**src/rtl/drp_reconf_seq.sv**
```systemverilog
// DRP master sequencer: holds a PLL in reset, read-modify-writes a table of
// {addr, mask, data} entries over the DRP port, releases reset and waits for lock.
module drp_reconf_seq #(
  parameter int TBL_DEPTH    = 16,
  parameter int DRDY_TIMEOUT = 64,
  parameter int LOCK_TIMEOUT = 1024
) (
  input  logic        DCLK,
  input  logic        RST,
  input  logic        TBL_WE,
  input  logic [3:0]  TBL_WADDR,
  input  logic [38:0] TBL_WDATA,
  input  logic [4:0]  NUM_ENTRIES,
  input  logic        START,
  output logic        BUSY,
  output logic        DONE,
  output logic        ERR,
  output logic [6:0]  DADDR,
  output logic        DEN,
  output logic        DWE,
  output logic [15:0] DI,
  input  logic [15:0] DO,
  input  logic        DRDY,
  output logic        PLL_RST,
  input  logic        LOCKED
);

  localparam int CNT_W = $clog2((LOCK_TIMEOUT > DRDY_TIMEOUT) ? LOCK_TIMEOUT : DRDY_TIMEOUT) + 1;
  localparam logic [CNT_W-1:0] DRDY_LAST   = CNT_W'(DRDY_TIMEOUT - 1);
  localparam logic [CNT_W-1:0] LOCK_LAST   = CNT_W'(LOCK_TIMEOUT - 1);
  localparam logic [4:0]       MAX_ENTRIES = 5'(TBL_DEPTH);

  typedef enum logic [2:0] {
    S_IDLE      = 3'd0,
    S_RD_ISSUE  = 3'd1,
    S_RD_WAIT   = 3'd2,
    S_WR_ISSUE  = 3'd3,
    S_WR_WAIT   = 3'd4,
    S_LOCK_WAIT = 3'd5,
    S_FINISH    = 3'd6
  } state_t;

  state_t           state_q, state_d;
  logic [3:0]       idx_q, idx_d;
  logic [4:0]       num_q, num_d;
  logic [CNT_W-1:0] cnt_q, cnt_d;
  logic             busy_q, busy_d;
  logic             done_q, done_d;
  logic             err_q, err_d;
  logic             den_q, den_d;
  logic             dwe_q, dwe_d;
  logic [6:0]       daddr_q, daddr_d;
  logic [15:0]      di_q, di_d;
  logic             pll_rst_q, pll_rst_d;

  logic [38:0]      tbl_q [TBL_DEPTH];
  logic [38:0]      ent_cur;
  logic [6:0]       first_addr;
  logic [6:0]       next_addr;
  logic [4:0]       num_sat;
  logic             last_entry;
  logic [15:0]      merged;

  // Table contents are deliberately not reset; writes are only taken while idle.
  always_ff @(posedge DCLK) begin
    if (TBL_WE && !busy_q) begin
      tbl_q[TBL_WADDR] <= TBL_WDATA;
    end
  end

  assign ent_cur    = tbl_q[idx_q];
  assign first_addr = tbl_q[4'd0][38:32];
  assign next_addr  = tbl_q[idx_q + 4'd1][38:32];
  assign num_sat    = (NUM_ENTRIES > MAX_ENTRIES) ? MAX_ENTRIES : NUM_ENTRIES;
  assign last_entry = ({1'b0, idx_q} == (num_q - 5'd1));
  // MASK bit set keeps the bit read back from the PLL; clear takes table DATA.
  assign merged     = (DO & ent_cur[31:16]) | (ent_cur[15:0] & ~ent_cur[31:16]);

  // DRP handshake: DEN is a one-cycle request (DWE qualifies it as a write);
  // DRDY completes it and is only looked at in the WAIT state that follows DEN.
  always_comb begin
    state_d   = state_q;
    idx_d     = idx_q;
    num_d     = num_q;
    cnt_d     = cnt_q;
    err_d     = err_q;
    den_d     = 1'b0;
    dwe_d     = 1'b0;
    daddr_d   = daddr_q;
    di_d      = di_q;
    pll_rst_d = pll_rst_q;

    case (state_q)
      S_IDLE: begin
        if (START) begin
          num_d = num_sat;
          idx_d = 4'd0;
          err_d = 1'b0;
          if (num_sat == 5'd0) begin
            state_d = S_FINISH;
          end else begin
            state_d   = S_RD_ISSUE;
            pll_rst_d = 1'b1;
            den_d     = 1'b1;
            daddr_d   = first_addr;
          end
        end
      end

      S_RD_ISSUE: begin
        state_d = S_RD_WAIT;
        cnt_d   = '0;
      end

      S_RD_WAIT: begin
        cnt_d = cnt_q + 1'b1;
        if (DRDY) begin
          state_d = S_WR_ISSUE;
          den_d   = 1'b1;
          dwe_d   = 1'b1;
          daddr_d = ent_cur[38:32];
          di_d    = merged;
        end else if (cnt_q == DRDY_LAST) begin
          state_d   = S_FINISH;
          err_d     = 1'b1;
          pll_rst_d = 1'b0;
        end
      end

      S_WR_ISSUE: begin
        state_d = S_WR_WAIT;
        cnt_d   = '0;
      end

      S_WR_WAIT: begin
        cnt_d = cnt_q + 1'b1;
        if (DRDY) begin
          if (last_entry) begin
            state_d   = S_LOCK_WAIT;
            pll_rst_d = 1'b0;
            cnt_d     = '0;
          end else begin
            state_d = S_RD_ISSUE;
            idx_d   = idx_q + 4'd1;
            den_d   = 1'b1;
            daddr_d = next_addr;
          end
        end else if (cnt_q == DRDY_LAST) begin
          state_d   = S_FINISH;
          err_d     = 1'b1;
          pll_rst_d = 1'b0;
        end
      end

      S_LOCK_WAIT: begin
        cnt_d = cnt_q + 1'b1;
        if (LOCKED) begin
          state_d = S_FINISH;
        end else if (cnt_q == LOCK_LAST) begin
          state_d = S_FINISH;
          err_d   = 1'b1;
        end
      end

      S_FINISH: begin
        state_d = S_IDLE;
      end

      default: begin
        state_d   = S_IDLE;
        pll_rst_d = 1'b0;
      end
    endcase

    busy_d = (state_d != S_IDLE);
    done_d = (state_d == S_FINISH);
  end

  always_ff @(posedge DCLK) begin
    if (RST) begin
      state_q   <= S_IDLE;
      idx_q     <= 4'd0;
      num_q     <= 5'd0;
      cnt_q     <= '0;
      busy_q    <= 1'b0;
      done_q    <= 1'b0;
      err_q     <= 1'b0;
      den_q     <= 1'b0;
      dwe_q     <= 1'b0;
      daddr_q   <= 7'd0;
      di_q      <= 16'd0;
      pll_rst_q <= 1'b0;
    end else begin
      state_q   <= state_d;
      idx_q     <= idx_d;
      num_q     <= num_d;
      cnt_q     <= cnt_d;
      busy_q    <= busy_d;
      done_q    <= done_d;
      err_q     <= err_d;
      den_q     <= den_d;
      dwe_q     <= dwe_d;
      daddr_q   <= daddr_d;
      di_q      <= di_d;
      pll_rst_q <= pll_rst_d;
    end
  end

  assign BUSY    = busy_q;
  assign DONE    = done_q;
  assign ERR     = err_q;
  assign DEN     = den_q;
  assign DWE     = dwe_q;
  assign DADDR   = daddr_q;
  assign DI      = di_q;
  assign PLL_RST = pll_rst_q;

endmodule

```
**config.mk**
```make
export PLATFORM = sky130hd
export DESIGN_NAME = drp_reconf_seq
export DESIGN_NICKNAME = d
export VERILOG_FILES = /design/src/rtl/drp_reconf_seq.sv
export SDC_FILE = /design/constraint.sdc
export NUM_CORES = 1
export LEC_CHECK = 0
export ABC_AREA = 1
export ABC_CLOCK_PERIOD_IN_PS = 7250
export BUFFER_PORTS_ARGS = -buffer_cell sky130_fd_sc_hd__buf_2
export CELL_PAD_IN_SITES_DETAIL_PLACEMENT = 1
export CELL_PAD_IN_SITES_GLOBAL_PLACEMENT = 1
export CORE_AREA = 2 2 225 272
export DETAILED_ROUTE_END_ITERATION = 10
export DIE_AREA = 0 0 227 274
export GPL_ROUTABILITY_DRIVEN = 0
export MAX_ROUTING_LAYER = met4
export PLACE_DENSITY_LB_ADDON = 0.1
export REMOVE_ABC_BUFFERS = 1
export SYNTH_ARGS = -nofsm -noshare
export SYNTH_HDL_FRONTEND = slang
export SYNTH_SLANG_ARGS = --single-unit
export TNS_END_PERCENT = 100
```
**constraint.sdc**
```tcl
create_clock -name DCLK -period 7.25 [get_ports DCLK]
set_clock_uncertainty 0.1 [all_clocks]
set_input_delay 0.725 -clock DCLK [delete_from_list [all_inputs] [get_ports DCLK]]
set_output_delay 0.725 -clock DCLK [all_outputs]
set_load 0.02 [all_outputs]
```
==> results.md <==
- Max frequency: 284.2 MHz
- Clock Sink Count: 680
- Crit. End Element: flip-flop
- Hpwl dp: 46130 um
- EDFF count, synth: 624
- Post-CTS Setup Repair Bufs: 0
- CP most frequent cell: nand3_1
- Part of the cycle the worst path needs: 48.52%
- Slowest-stage cell, CP: buf_4
- Final Non-Filler Cells: 3986
- Layout net count: 3191
- Slew Viols, Final: 0
- Cts hold-fix bufs: 0
- Slew @ Worst Pin: 1.220 ns
- Max-cap violations: 0
- First-pass GRT wire length: 136800 um
- Share of layout cells above drive strength 1: 8.698%
- Initial antenna violation count: 5
- H-tree lvl count: 3
- Antenna viol nets, final: 0
- Wirelength per Cell: 22.72 um
- Vias/cell: 5.607
- Yosys warning count: 0
- Initial Util: 50.25%
- Post-Syn Instances: 3069
- CP peak stage delay: 0.79 ns
- Number of global-route vias before repair: 23520
- Clock Tree Root: clkbuf_16
- DR pass1 iterations: 7
- Crit path launch type: flip-flop
- Via count: 22350
- Clk Latency, worst-skew pair: 0.61 ns
- Synth area leader: edfxtp_1
- Critical path type: flip-flop to flip-flop
- Final WL: 90560 um
- CP top delay family: buffers and inverters
- # DRC: 0
- Rows: 99
- Gr usage total: 30.43%
- Area of the core: 0.05995 mm^2
- Syn-to-layout area delta: 11.52%
- Longest Clk Path Bufs: 3
- Buffers & Inverters on Critical Path: 3
- Unrepaired setup endpoints after global routing: false
- Drt first-iter violations: 1706
- Post-synth top flop: edfxtp_1
- Placed Cells: 3854
- Synth top area share: 62.20%
- CTS resizes: 0
- Die Ht: 274 um
- Final core utilization: 56.04%
- Relative slew slack: 18.70%
- Congestion Overflow GR: 0
- PD cells: 269.0 mW/mm^2
- Final Hold Viols: 0
- CTS clock-pin slew for the worst setup and hold paths: 0.06 ns
- Outcome: complete, no violations
- Worst min path class: input port to flip-flop
- Sequential Area: 0.01987 mm^2
- Main area contributors after synthesis: edfxtp_1, nand2_1, nand3_1
- # port buffers: 98
- #FFs+latches synth: 680
- Leakage: 13.91 nW
- IR drop worst, VDD: 0.2318 mV
- Ys async rst share: 0%
- Num CTS Buffers: 70
- Die Wd: 227 um
- Worst Path Arrival: 3.95 ns
- Register area share after synthesis: 65.92%
- Fillers: 6684
- Setup-failing EPs final: 0
- Multi-input gate area: 0.008059 mm^2
- CP cell instances: buf_4 > buf_4 > nand3_1 > nand3_1 > nand3_1 > nand2_1 > inv_1 > nand2_1 > nand3_1 > a21oi_1
- CTS tree: built
- Synth Area per Inst: 9.817 um^2
- Die area: 0.06220 mm^2
- Fin crit period: 3.518 ns
- Fin Hold WS: 0.2727 ns
- Distinct cell type count after synthesis: 36
- Largest net degree at the start of global routing: 217
- Cell Area, Synth: 0.03013 mm^2
- Req. time, crit path: 7.68 ns
- CP max FO: 67
- Ports: 99
- Pwr Total: 9.036 mW
worst min-delay path, delay by kind of cell:
kind	cells	cell delay, ns
AND/OR/NAND/NOR	1	0.07
AO/OA/AOI/OAI	1	0.06
buffers and inverters	1	0.09
cell families (layout without fill, tap and decap cells):
group / after synthesis / count (layout) / share of synthesized area, %
adders and majority gates: 3 / 3 / 0.1246
other: 0 / 5 / 0
buffers and inverters: 587 / 691 / 7.666
DFF: 680 / 680 / 65.92
and+or+nand+nor: 1577 / 1577 / 21.89
AOI/OAI and AO/OA: 211 / 211 / 4.082
xor gates and xnor gates: 11 / 11 / 0.3198
cell usage after synthesis (all sizes together) (3+ instances only):
library cell,instances
a21oi,74
a22oi,4
buf,97
clkbuf,58
dfxtp,56
edfxtp,624
ha,3
inv,430
nand2,1050
nand3,422
nand4,5
nor2,80
nor3,17
o211ai,62
o21ai,69
xor2,9
area by class of cell:
class | count | share of cell area, %
Tap cell | 808 | 3.009
Clock inverter | 33 | 0.9794
Sequential cell | 680 | 59.15
Timing Repair Buffer | 132 | 2.294
Inverter | 432 | 4.905
Antenna cell | 5 | 0.03724
Multi-Input combinational cell | 1802 | 23.99
Clock buffer | 94 | 5.638
metrics by stage:
step	area (um^2)	worst slack, ns	TNS [ns]
finish	33600	3.732	0
global route	33600	3.546	0
CTS	33580	3.751	0
detailed placement	31360	3.808	0
global placement	31360	3.917	0
floorplan	29450	-7.521	-171.41
registers in the layout, summed over array words and instances, names as in the netlist, 3 cells and up, named ones only:
name / flops
tbl_q: 624
DI: 16
cnt_q: 11
DADDR: 7
num_q: 5
idx_q: 4
state_q: 3
layout by cell type, fill, tap and decap left out, drive strengths merged, types with 6 or more instances in the layout:
cell,instances
xor2,9
edfxtp,624
nor3,17
o211ai,62
nand3,422
clkinv,22
bufinv,6
dfxtp,56
buf,132
inv,434
clkbuf,94
a21oi,74
nand2,1050
nor2,80
o21ai,69
routing by layer:
metal / global-route usage [%] / share of wire [%] / vias to the layer above
li1: - / - / 10200
met1: 35.56 / 39 / 11250
met2: 52.86 / 52 / 676
met3: 3.772 / 5.2 / 231
met4: 13.05 / 3.8 / 0
met5: - / 0 / -
path summary, 6_finish.rpt:
path | startpoint | end | slack [ns] | cells after the start
setup / recovery | flip-flop | DI[14]$_SDFFE_PP0P_ | 3.73 | 10
hold / removal | NUM_ENTRIES[1] | num_q[1]$_SDFFE_PP0P_ | 0.27 | 3
setup reg to reg | flip-flop | DI[14]$_SDFFE_PP0P_ | 3.73 | 10
hold reg to reg | ERR$_SDFFE_PP0P_ | ERR$_SDFFE_PP0P_ | 0.34 | 2
power by group:
group / total [mW] / switching [mW] / internal, mW
logic: 1.07 / 0.770 / 0.295
registers: 4.40 / 0.0557 / 4.34
clock network: 3.58 / 1.52 / 2.05
total: 9.04 / 2.35 / 6.69
Note: power is estimated with default switching activity, not from simulation.
